`config.mk`:
```
export PLATFORM = sky130hd
export DESIGN_NAME = uc_multiciclo
export DESIGN_NICKNAME = d
export VERILOG_FILES = /design/src/rtl/uc_multiciclo.sv
export SDC_FILE = /design/constraint.sdc
export NUM_CORES = 1
export LEC_CHECK = 0
export BUFFER_PORTS_ARGS = -buffer_cell sky130_fd_sc_hd__buf_2
export CORE_MARGIN = 2
export CORE_UTILIZATION = 55
export CTS_BUF_LIST = sky130_fd_sc_hd__clkbuf_8
export DETAILED_ROUTE_END_ITERATION = 7
export GPL_TIMING_DRIVEN = 0
export PLACE_DENSITY_LB_ADDON = 0.15
export REMOVE_ABC_BUFFERS = 1
export SYNTH_ARGS = -nofsm -noshare
export SYNTH_HDL_FRONTEND = slang
export SYNTH_SLANG_ARGS = --single-unit
```
`constraint.sdc`:
```
create_clock -name clk -period 2.4 [get_ports clk]
set_input_delay 0.24 -clock clk [delete_from_list [all_inputs] [get_ports clk]]
set_output_delay 0.24 -clock clk [all_outputs]
set_load 0.01 [all_outputs]
```
`src/rtl/uc_multiciclo.sv`:
```
// Multicycle control unit for a MIPS-style datapath.
// Moore FSM: datapath controls decode from the registered state, with
// mem_ready only gating the fetch-side IR/PC writes. The memory states
// (FETCH, MEMRD, MEMWR) wait on mem_ready and are guarded by a wait
// counter. The unit traps on a stalled access or an unknown opcode.
module uc_multiciclo #(
  parameter int MEM_HS      = 1,
  parameter int MEM_TIMEOUT = 15,
  parameter int ALUOP_W     = 2
) (
  input  logic               clk,
  input  logic               rst_n,
  input  logic [5:0]         opcode,
  input  logic               mem_ready,
  output logic               pcWrite,
  output logic               pcWriteCond,
  output logic               iorD,
  output logic               memRead,
  output logic               memWrite,
  output logic               irWrite,
  output logic               memtoReg,
  output logic               aluSrcA,
  output logic               regWrite,
  output logic               regDst,
  output logic [1:0]         pcSrc,
  output logic [1:0]         aluSrcB,
  output logic [ALUOP_W-1:0] aluOp,
  output logic [3:0]         state,
  output logic               illegal_op,
  output logic               mem_timeout
);

  typedef enum logic [3:0] {
    FETCH  = 4'd0,
    DECODE = 4'd1,
    MEMADR = 4'd2,
    MEMRD  = 4'd3,
    MEMWB  = 4'd4,
    MEMWR  = 4'd5,
    EXEC   = 4'd6,
    ALUWB  = 4'd7,
    BRANCH = 4'd8,
    ADDIEX = 4'd9,
    ADDIWB = 4'd10,
    JUMP   = 4'd11,
    TRAP   = 4'd12
  } state_t;

  localparam logic [5:0] OP_RTYPE = 6'b000000;
  localparam logic [5:0] OP_LW    = 6'b100011;
  localparam logic [5:0] OP_SW    = 6'b101011;
  localparam logic [5:0] OP_BEQ   = 6'b000100;
  localparam logic [5:0] OP_ADDI  = 6'b001000;
  localparam logic [5:0] OP_J     = 6'b000010;

  localparam logic [7:0] TIMEOUT_LIMIT = 8'(MEM_TIMEOUT);

  // ALU control classes before zero-extension to ALUOP_W
  localparam logic [1:0] ALU_ADD   = 2'b00;
  localparam logic [1:0] ALU_SUB   = 2'b01;
  localparam logic [1:0] ALU_FUNCT = 2'b10;

  // Raw state bits are kept as a plain vector so the unused codes 13-15
  // are representable and can be recovered from.
  logic [3:0] stateReg;
  state_t     cur;
  state_t     stateNext;
  logic [7:0] waitCnt;
  logic [7:0] waitCntNext;
  logic       illegalReg;
  logic       timeoutReg;
  logic       setIllegal;
  logic       setTimeout;
  logic       ready;
  logic       isMemState;
  logic       waitExpired;
  logic [1:0] aluClass;

  assign cur = state_t'(stateReg);

  // Without handshake the memory always answers in one cycle.
  assign ready = (MEM_HS == 0) ? 1'b1 : mem_ready;

  assign isMemState = (cur == FETCH) || (cur == MEMRD) || (cur == MEMWR);

  // A stalled access gives up once the counter reaches the limit; a
  // ready strobe in that same cycle still completes the access.
  assign waitExpired = (MEM_HS != 0) && !mem_ready && (waitCnt == TIMEOUT_LIMIT);

  // Next-state selection and sticky-flag set requests
  always_comb begin
    stateNext  = cur;
    setIllegal = 1'b0;
    setTimeout = 1'b0;
    case (cur)
      FETCH: begin
        if (ready) begin
          stateNext = DECODE;
        end else if (waitExpired) begin
          stateNext  = TRAP;
          setTimeout = 1'b1;
        end
      end
      DECODE: begin
        case (opcode)
          OP_RTYPE:      stateNext = EXEC;
          OP_LW, OP_SW:  stateNext = MEMADR;
          OP_BEQ:        stateNext = BRANCH;
          OP_ADDI:       stateNext = ADDIEX;
          OP_J:          stateNext = JUMP;
          default: begin
            stateNext  = TRAP;
            setIllegal = 1'b1;
          end
        endcase
      end
      MEMADR: begin
        // opcode is re-sampled here; anything but lw/sw is treated as illegal
        if (opcode == OP_LW) begin
          stateNext = MEMRD;
        end else if (opcode == OP_SW) begin
          stateNext = MEMWR;
        end else begin
          stateNext  = TRAP;
          setIllegal = 1'b1;
        end
      end
      MEMRD: begin
        if (ready) begin
          stateNext = MEMWB;
        end else if (waitExpired) begin
          stateNext  = TRAP;
          setTimeout = 1'b1;
        end
      end
      MEMWB:  stateNext = FETCH;
      MEMWR: begin
        if (ready) begin
          stateNext = FETCH;
        end else if (waitExpired) begin
          stateNext  = TRAP;
          setTimeout = 1'b1;
        end
      end
      EXEC:   stateNext = ALUWB;
      ALUWB:  stateNext = FETCH;
      BRANCH: stateNext = FETCH;
      ADDIEX: stateNext = ADDIWB;
      ADDIWB: stateNext = FETCH;
      JUMP:   stateNext = FETCH;
      TRAP:   stateNext = TRAP;
      default: stateNext = TRAP;
    endcase
  end

  // Wait counter: cleared on every state change so each memory state
  // starts from zero, counts only stalled memory cycles.
  always_comb begin
    waitCntNext = waitCnt;
    if (stateNext != cur) begin
      waitCntNext = 8'd0;
    end else if (isMemState && !ready) begin
      waitCntNext = waitCnt + 8'd1;
    end
  end

  // Moore output decode; every control defaults low
  always_comb begin
    pcWrite     = 1'b0;
    pcWriteCond = 1'b0;
    iorD        = 1'b0;
    memRead     = 1'b0;
    memWrite    = 1'b0;
    irWrite     = 1'b0;
    memtoReg    = 1'b0;
    aluSrcA     = 1'b0;
    regWrite    = 1'b0;
    regDst      = 1'b0;
    pcSrc       = 2'b00;
    aluSrcB     = 2'b00;
    aluClass    = ALU_ADD;
    case (cur)
      FETCH: begin
        memRead  = 1'b1;
        aluSrcB  = 2'b01;
        aluClass = ALU_ADD;
        pcSrc    = 2'b00;
        // IR and PC only latch in the cycle the memory delivers
        irWrite  = ready;
        pcWrite  = ready;
      end
      DECODE: begin
        aluSrcB  = 2'b11;
        aluClass = ALU_ADD;
      end
      MEMADR: begin
        aluSrcA  = 1'b1;
        aluSrcB  = 2'b10;
        aluClass = ALU_ADD;
      end
      MEMRD: begin
        memRead = 1'b1;
        iorD    = 1'b1;
      end
      MEMWB: begin
        memtoReg = 1'b1;
        regWrite = 1'b1;
        regDst   = 1'b0;
      end
      MEMWR: begin
        memWrite = 1'b1;
        iorD     = 1'b1;
      end
      EXEC: begin
        aluSrcA  = 1'b1;
        aluSrcB  = 2'b00;
        aluClass = ALU_FUNCT;
      end
      ALUWB: begin
        regDst   = 1'b1;
        regWrite = 1'b1;
        memtoReg = 1'b0;
      end
      BRANCH: begin
        aluSrcA     = 1'b1;
        aluSrcB     = 2'b00;
        aluClass    = ALU_SUB;
        pcWriteCond = 1'b1;
        pcSrc       = 2'b01;
      end
      ADDIEX: begin
        aluSrcA  = 1'b1;
        aluSrcB  = 2'b10;
        aluClass = ALU_ADD;
      end
      ADDIWB: begin
        regDst   = 1'b0;
        regWrite = 1'b1;
        memtoReg = 1'b0;
      end
      JUMP: begin
        pcWrite = 1'b1;
        pcSrc   = 2'b10;
      end
      default: begin
        // TRAP and the unused codes drive nothing
      end
    endcase
  end

  assign aluOp = ALUOP_W'(aluClass);

  // State, wait counter and sticky error flags
  always_ff @(posedge clk or negedge rst_n) begin
    if (!rst_n) begin
      stateReg   <= 4'(FETCH);
      waitCnt    <= 8'd0;
      illegalReg <= 1'b0;
      timeoutReg <= 1'b0;
    end else begin
      stateReg <= 4'(stateNext);
      waitCnt  <= waitCntNext;
      if (setIllegal) begin
        illegalReg <= 1'b1;
      end
      if (setTimeout) begin
        timeoutReg <= 1'b1;
      end
    end
  end

  assign state       = stateReg;
  assign illegal_op  = illegalReg;
  assign mem_timeout = timeoutReg;

endmodule

```
# After elaboration in Yosys (flattened, before gate mapping)
# Index checks and enable logic that the tools add are counted.
[word_totals]
regBits = 14
out_inout_bits = 22
word_cells = 70
inputBits = 9
[op_classes]
eq_ne = 18
mux = 30
reduce_logical = 17
n_addsub = 1
[op_table]
columns = ["op", "count"]
rows = [
  ["$pmux 4 s8", 1],
  ["$mux 4", 6],
  ["$pmux 4 s5", 1],
  ["$eq 4x3->1 const B", 4],
  ["$eq 4x4->1 const B", 4],
  ["$mux 8", 2],
  ["$mux 1", 15],
  ["$eq 6x6->1 const B", 2],
  ["$add 8x1->8 const B", 1],
  ["$eq 4x2->1 const B", 2],
  ["$eq 8x4->1 const B", 1],
  ["$pmux 2 s2", 2],
  ["$reduce_or 2->1", 4],
  ["$eq 6x2->1 const B", 1],
  ["$eq 6x3->1 const B", 1],
  ["$eq 6x4->1 const B", 1],
  ["$logic_not 6->1", 1],
  ["$pmux 2 s3", 1],
  ["$reduce_or 3->1", 2],
  ["$reduce_or 6->1", 1],
  ["$reduce_or 5->1", 1],
  ["$eq 4x1->1 const B", 1],
  ["$logic_not 4->1", 1],
  ["$ne 4x4->1", 1],
  ["6 further kinds", 9],
]

# Longest topological paths before layout
[depth]
word_depth = 7
depth_mapped = 8

# Worst setup path before layout
# OpenSTA, ideal clock, no wires.
[synth_path]
path_kind = "register to register"
startpoint = "reg stateReg[3] (netlist: state[3])"
endpoint = "reg waitCnt[0]"
period_less_slack_ns = 1.927
path_slack_ns = 0.473
t_required_ns = 2.299
path_buffers = 1
path_stages_with_launch = 7
setup_ns = 0.101
arrival_time_ns = 1.826
path_cell_list = "dfrtp_1 > buf_6 > or4b_4 > nor3b_2 > a22o_4 > o2111ai_4 > nor4_1"
[synth_between]
elab_chain_cells = 5
elab_cells_between_ends = 24
classes_between = "12 x eq/ne; 6 x mux; 6 x reduce/logical"
[synth_lines]
columns = ["item", "line_no", "text"]
rows = [
  ["start, declared", "65", "logic [3:0] stateReg;"],
  ["start signal, assigned", "256", "stateReg <= 4'(FETCH);"],
  ["start signal, assigned", "261", "stateReg <= 4'(stateNext);"],
  ["$eq 4x4->1, or another cell as far along", "95", "case (cur)"],
  ["$reduce_or 5->1 (no source line), or another cell as far along", "-", ""],
  ["$pmux 4 s8 or $logic_or 1x1->1 (tied branches)", "95, 84", ""],
  ["$ne 4x4->1 or $logic_and 1x1->1 (tied branches)", "160, 162", ""],
  ["$mux 8 or $reduce_bool 2->1 (tied branches)", "-", ""],
  ["end signal, assigned", "262", "waitCnt <= waitCntNext;"],
  ["end, declared", "68", "logic [7:0] waitCnt;"],
]
# Parallel ways exist; a longest one is shown, timed or not.
# A chain may end at the register's enable or synchronous reset.

# Worst setup path after layout
[layout_path]
startpoint = "reg stateReg[1] (netlist: state[1])"
endpoint = "reg waitCnt[0]"
# Same word-level chain as after synthesis.

==> flow_summary_export.csv <==
group,metric,value,unit
place,placed_cells,202,
place,globalplace.congestion,0.873,
detailed_routing,drc,0,
die,initial_core_util,57.7,%
final_layout,num_antenna_cells,0,
pwr,p_per_area,998,nW/um^2
die,die_h,52.2,um
die,io_pins,31,
sta,worst_pin_slew,0.555,ns
final_layout,nNetsFinal,194,
global_routing,grtUsageTotal,24.4,%
yosys,muxShareOfSynthArea,1.57,%
detailed_routing,drt_pass1_iterations,4,
clock_tree,clock-sinks,14,
worst_setup_path,cp-start-kind,"flop",
pwr,switching_share,46.9,%
worst_setup_path,slowest_delay,0.60,ns
pwr,ir_drop,0.642,mV
final_layout,syn_to_final_growth,17.1,%
global_routing,grt_overflow_total,0,
final_layout,fin_util,67.5,%
clock_tree,clockBufferDepth,2,
detailed_routing,drt-total-wl,3080,um
yosys,seq_area_frac_synth,27.5,%
pwr,p_sw,0.000700,W
worst_setup_path,rrSetupSlack,0.14,ns
worst_setup_path,path_cells,"or4b_4 -> nor4b_1 -> o32ai_1 -> a21oi_2 -> buf_4 -> nor4_1",
yosys,syn_area,1280,sq um
clock_tree,clk-insertion-delay-late,0.24,ns
clock_tree,cts_root_buf,"clkbuf_8",
detailed_routing,wl_per_cell,14.6,um
yosys,synth_compound_area_share,24.8,%
sta,layout_min_cycle_time,2.26,ns
worst_setup_path,end_kind,"flop",
sta,period_share,94.3,%
worst_setup_path,cpMaxStageDelayCell,"dfrtp_4",
pwr,cellLeakagePower,0.668,nW
clock_tree,htreeDepth,1,
global_routing,grt_pass1_vias,1150,
global_routing,grt_pass1_wl,4960,um
pwr,power.internal,0.000792,W
final_layout,final_layout_size_suffix_gt1_share,26.8,%
sta,max_freq,442,MHz
yosys,yosys.area_share.simple,30.5,%
sta,setup_violations,0,
pwr,clkPwrFrac,15.0,%
final_layout,finalNonFillerCells,211,
die,design.core.area,2210,sq um
yosys,synth-edff-count,0,
place,place_hpwl,2130,um
detailed_routing,vias,1281,
detailed_routing,routed_via_density,6.07,
die,die_x,52.2,um
sta,rsz0062_at_grt,"no",
worst_setup_path,reg2reg_depth,6,
sta,slew_headroom,62.5,%
yosys,synth_cell_types,48,
worst_setup_path,worstPathMaxFanout,30,
pwr,seqPwrFrac,28.6,%
worst_setup_path,critPathKind,"reg -> reg",
clock_tree,cts_tree,"done",
die,row_count,17,
yosys,synth.avg_cell_area,7.93,sq um
die,dieArea,2720,sq um
yosys,synthAdderAreaFrac,0.980,%
hold_path,hp-class,"in -> async",
sta,fin_setup_tns,0,ns
yosys,synthCells,161,
global_routing,grt_max_degree,31,
yosys,ys_ff_latch,14,
clock_tree,path_clk_slew,0.05,ns
yosys,synth_warnings,0,
worst_setup_path,r2r-start,"state[1]",
place,dpl_worst_slack,-0.550,ns
sta,hold_viol,0,
detailed_routing,detail-route-antenna-nets,0,
yosys,synthArstFlopShare,100,%
sta,whs,0.418,ns
status,status,"complete, no violations",
clock_tree,cts_buffers,3,
sta,finClkSkew,0.000786,ns
detailed_routing,drt_iter0_drc,28,
pwr,combPwrFrac,56.4,%
yosys,yosys.area_share.xor_xnor,6.86,%
place,io_buffers,30,
worst_setup_path,arrival,2.37,ns
sta,fin_ws,0.137,ns
yosys,ys.flop_type,"dfrtp_1",
yosys,synth_top_family_by_area,"simple AND/OR/NAND/NOR gates",
sta,final_max_slew_viol_count,0,
worst_setup_path,regToRegEndpoint,"waitCnt[0]",
worst_setup_path,cp.required,2.51,ns
run,maxCapViolations,0,
global_routing,antenna_found_initial,0,
==> layer usage <==
layer | GRT usage [%] | vias to the layer above | share of wire, %
li1 | - | 634 | -
met1 | 30.4 | 589 | 41
met2 | 40.9 | 49 | 51
met3 | 2.00 | 9 | 5.2
met4 | 14.5 | 0 | 2.4
met5 | 0 | - | 0
==> final cells by class <==
class	instances	area (sq um)
clock buffer	4	55.1
fill	200	718
inverter	3	11.3
multi-input combinational	127	845
sequential	14	358
tap	28	35.0
timing repair buffer	35	190
==> state kept, by name, indices dropped and copies added, names as in the netlist <==
signal / cells
illegal_op: 1
mem_timeout: 1
state: 4
waitCnt: 8
==> power groups by stage <==
stage,clock [W],combinational [W],sequential [W]
after CTS,0.000234,0.000799,0.000417
after global placement,0,0.000759,0.000414
after detailed placement,0,0.000775,0.000416
after floorplan,0,0.000541,0.000393
after global routing,0.000239,0.000926,0.000444
final,0.000224,0.000840,0.000427
==> critical path: cells and delay by family (launching register included) <==
family | cells | cell delay [ns]
buf+inv | 1 | 0.17
flops | 1 | 0.60
simple gates | 3 | 1.06
compound gates | 2 | 0.30
==> cells in the mapped netlist, types with 2 or more instances <==
master,count,area share (%)
nor3_1,9,3.5
or3_1,2,0.98
nand2b_1,3,1.5
or2_1,3,1.5
a32oi_1,2,1.4
nor4_1,10,4.9
xor2_1,4,2.7
o22ai_1,2,0.98
a211o_1,2,1.4
buf_4,3,1.8
nor2_1,21,6.2
mux2i_1,2,1.6
nor4b_1,3,2.1
nor2b_1,2,0.98
nand3_1,2,0.78
and3_1,2,0.98
buf_2,5,2.0
inv_1,3,0.88
clkbuf_1,7,2.1
a21o_1,5,2.9
xnor2_1,6,4.1
dfrtp_1,14,27
o21ai_0,10,3.9
nand2_1,8,2.4
a21oi_1,8,3.1
==> how the worst max path moves through the flow <==
stage	from	to	slack (ns)	cells past startpoint
3_3_place_gp	state[1]	waitCnt[4]	-0.47	5
4_1_cts	state[1]	waitCnt[0]	0.007	5
6_report	state[1]	waitCnt[0]	0.14	6
2_1_floorplan	state[1]	waitCnt[0]	-0.06	5
3_5_place_dp	state[1]	waitCnt[0]	-0.55	5
5_1_grt	state[1]	waitCnt[0]	0.005	5
==> kinds of logic (layout without fill, tap and decap cells) <==
kind of cell    count (synthesis)  in the layout
compound gates                 43             43
buf+inv                        20             42
simple gates                   71             71
xor+xnor                       10             10
mux                             2              2
flops                          14             14
fa+ha+maj                       1              1
==> metrics by stage <==
stage               instance area, sq um  power (W)
CTS                                 1460    0.00145
global placement                    1370    0.00117
floorplan                           1190   0.000934
global route                        1490    0.00161
finish                              1490    0.00149
detailed placement                  1370    0.00119
==> layout by cell type (no fill, tap or decap), types with 4 or more instances in the layout <==
master	count
nor2_1	21
nor4_1	10
nand2_1	8
dfrtp_1	10
clkbuf_8	4
xnor2_1	6
buf_2	30
a21o_1	5
o21ai_0	10
xor2_1	4
nor3_1	9
buf_4	4
a21oi_1	8
==> what timing repair did <==
action                                  in CTS  in global routing
endpoints found under the setup margin      10                  8
gates cloned                                 0                  0
hold endpoints to repair                    14                  0
gates resized for setup                      4                  3
hold buffers                                 1                  0
pin swaps                                    0                  1
setup buffers                                0                  4
Power figures use the tool's default switching activity.
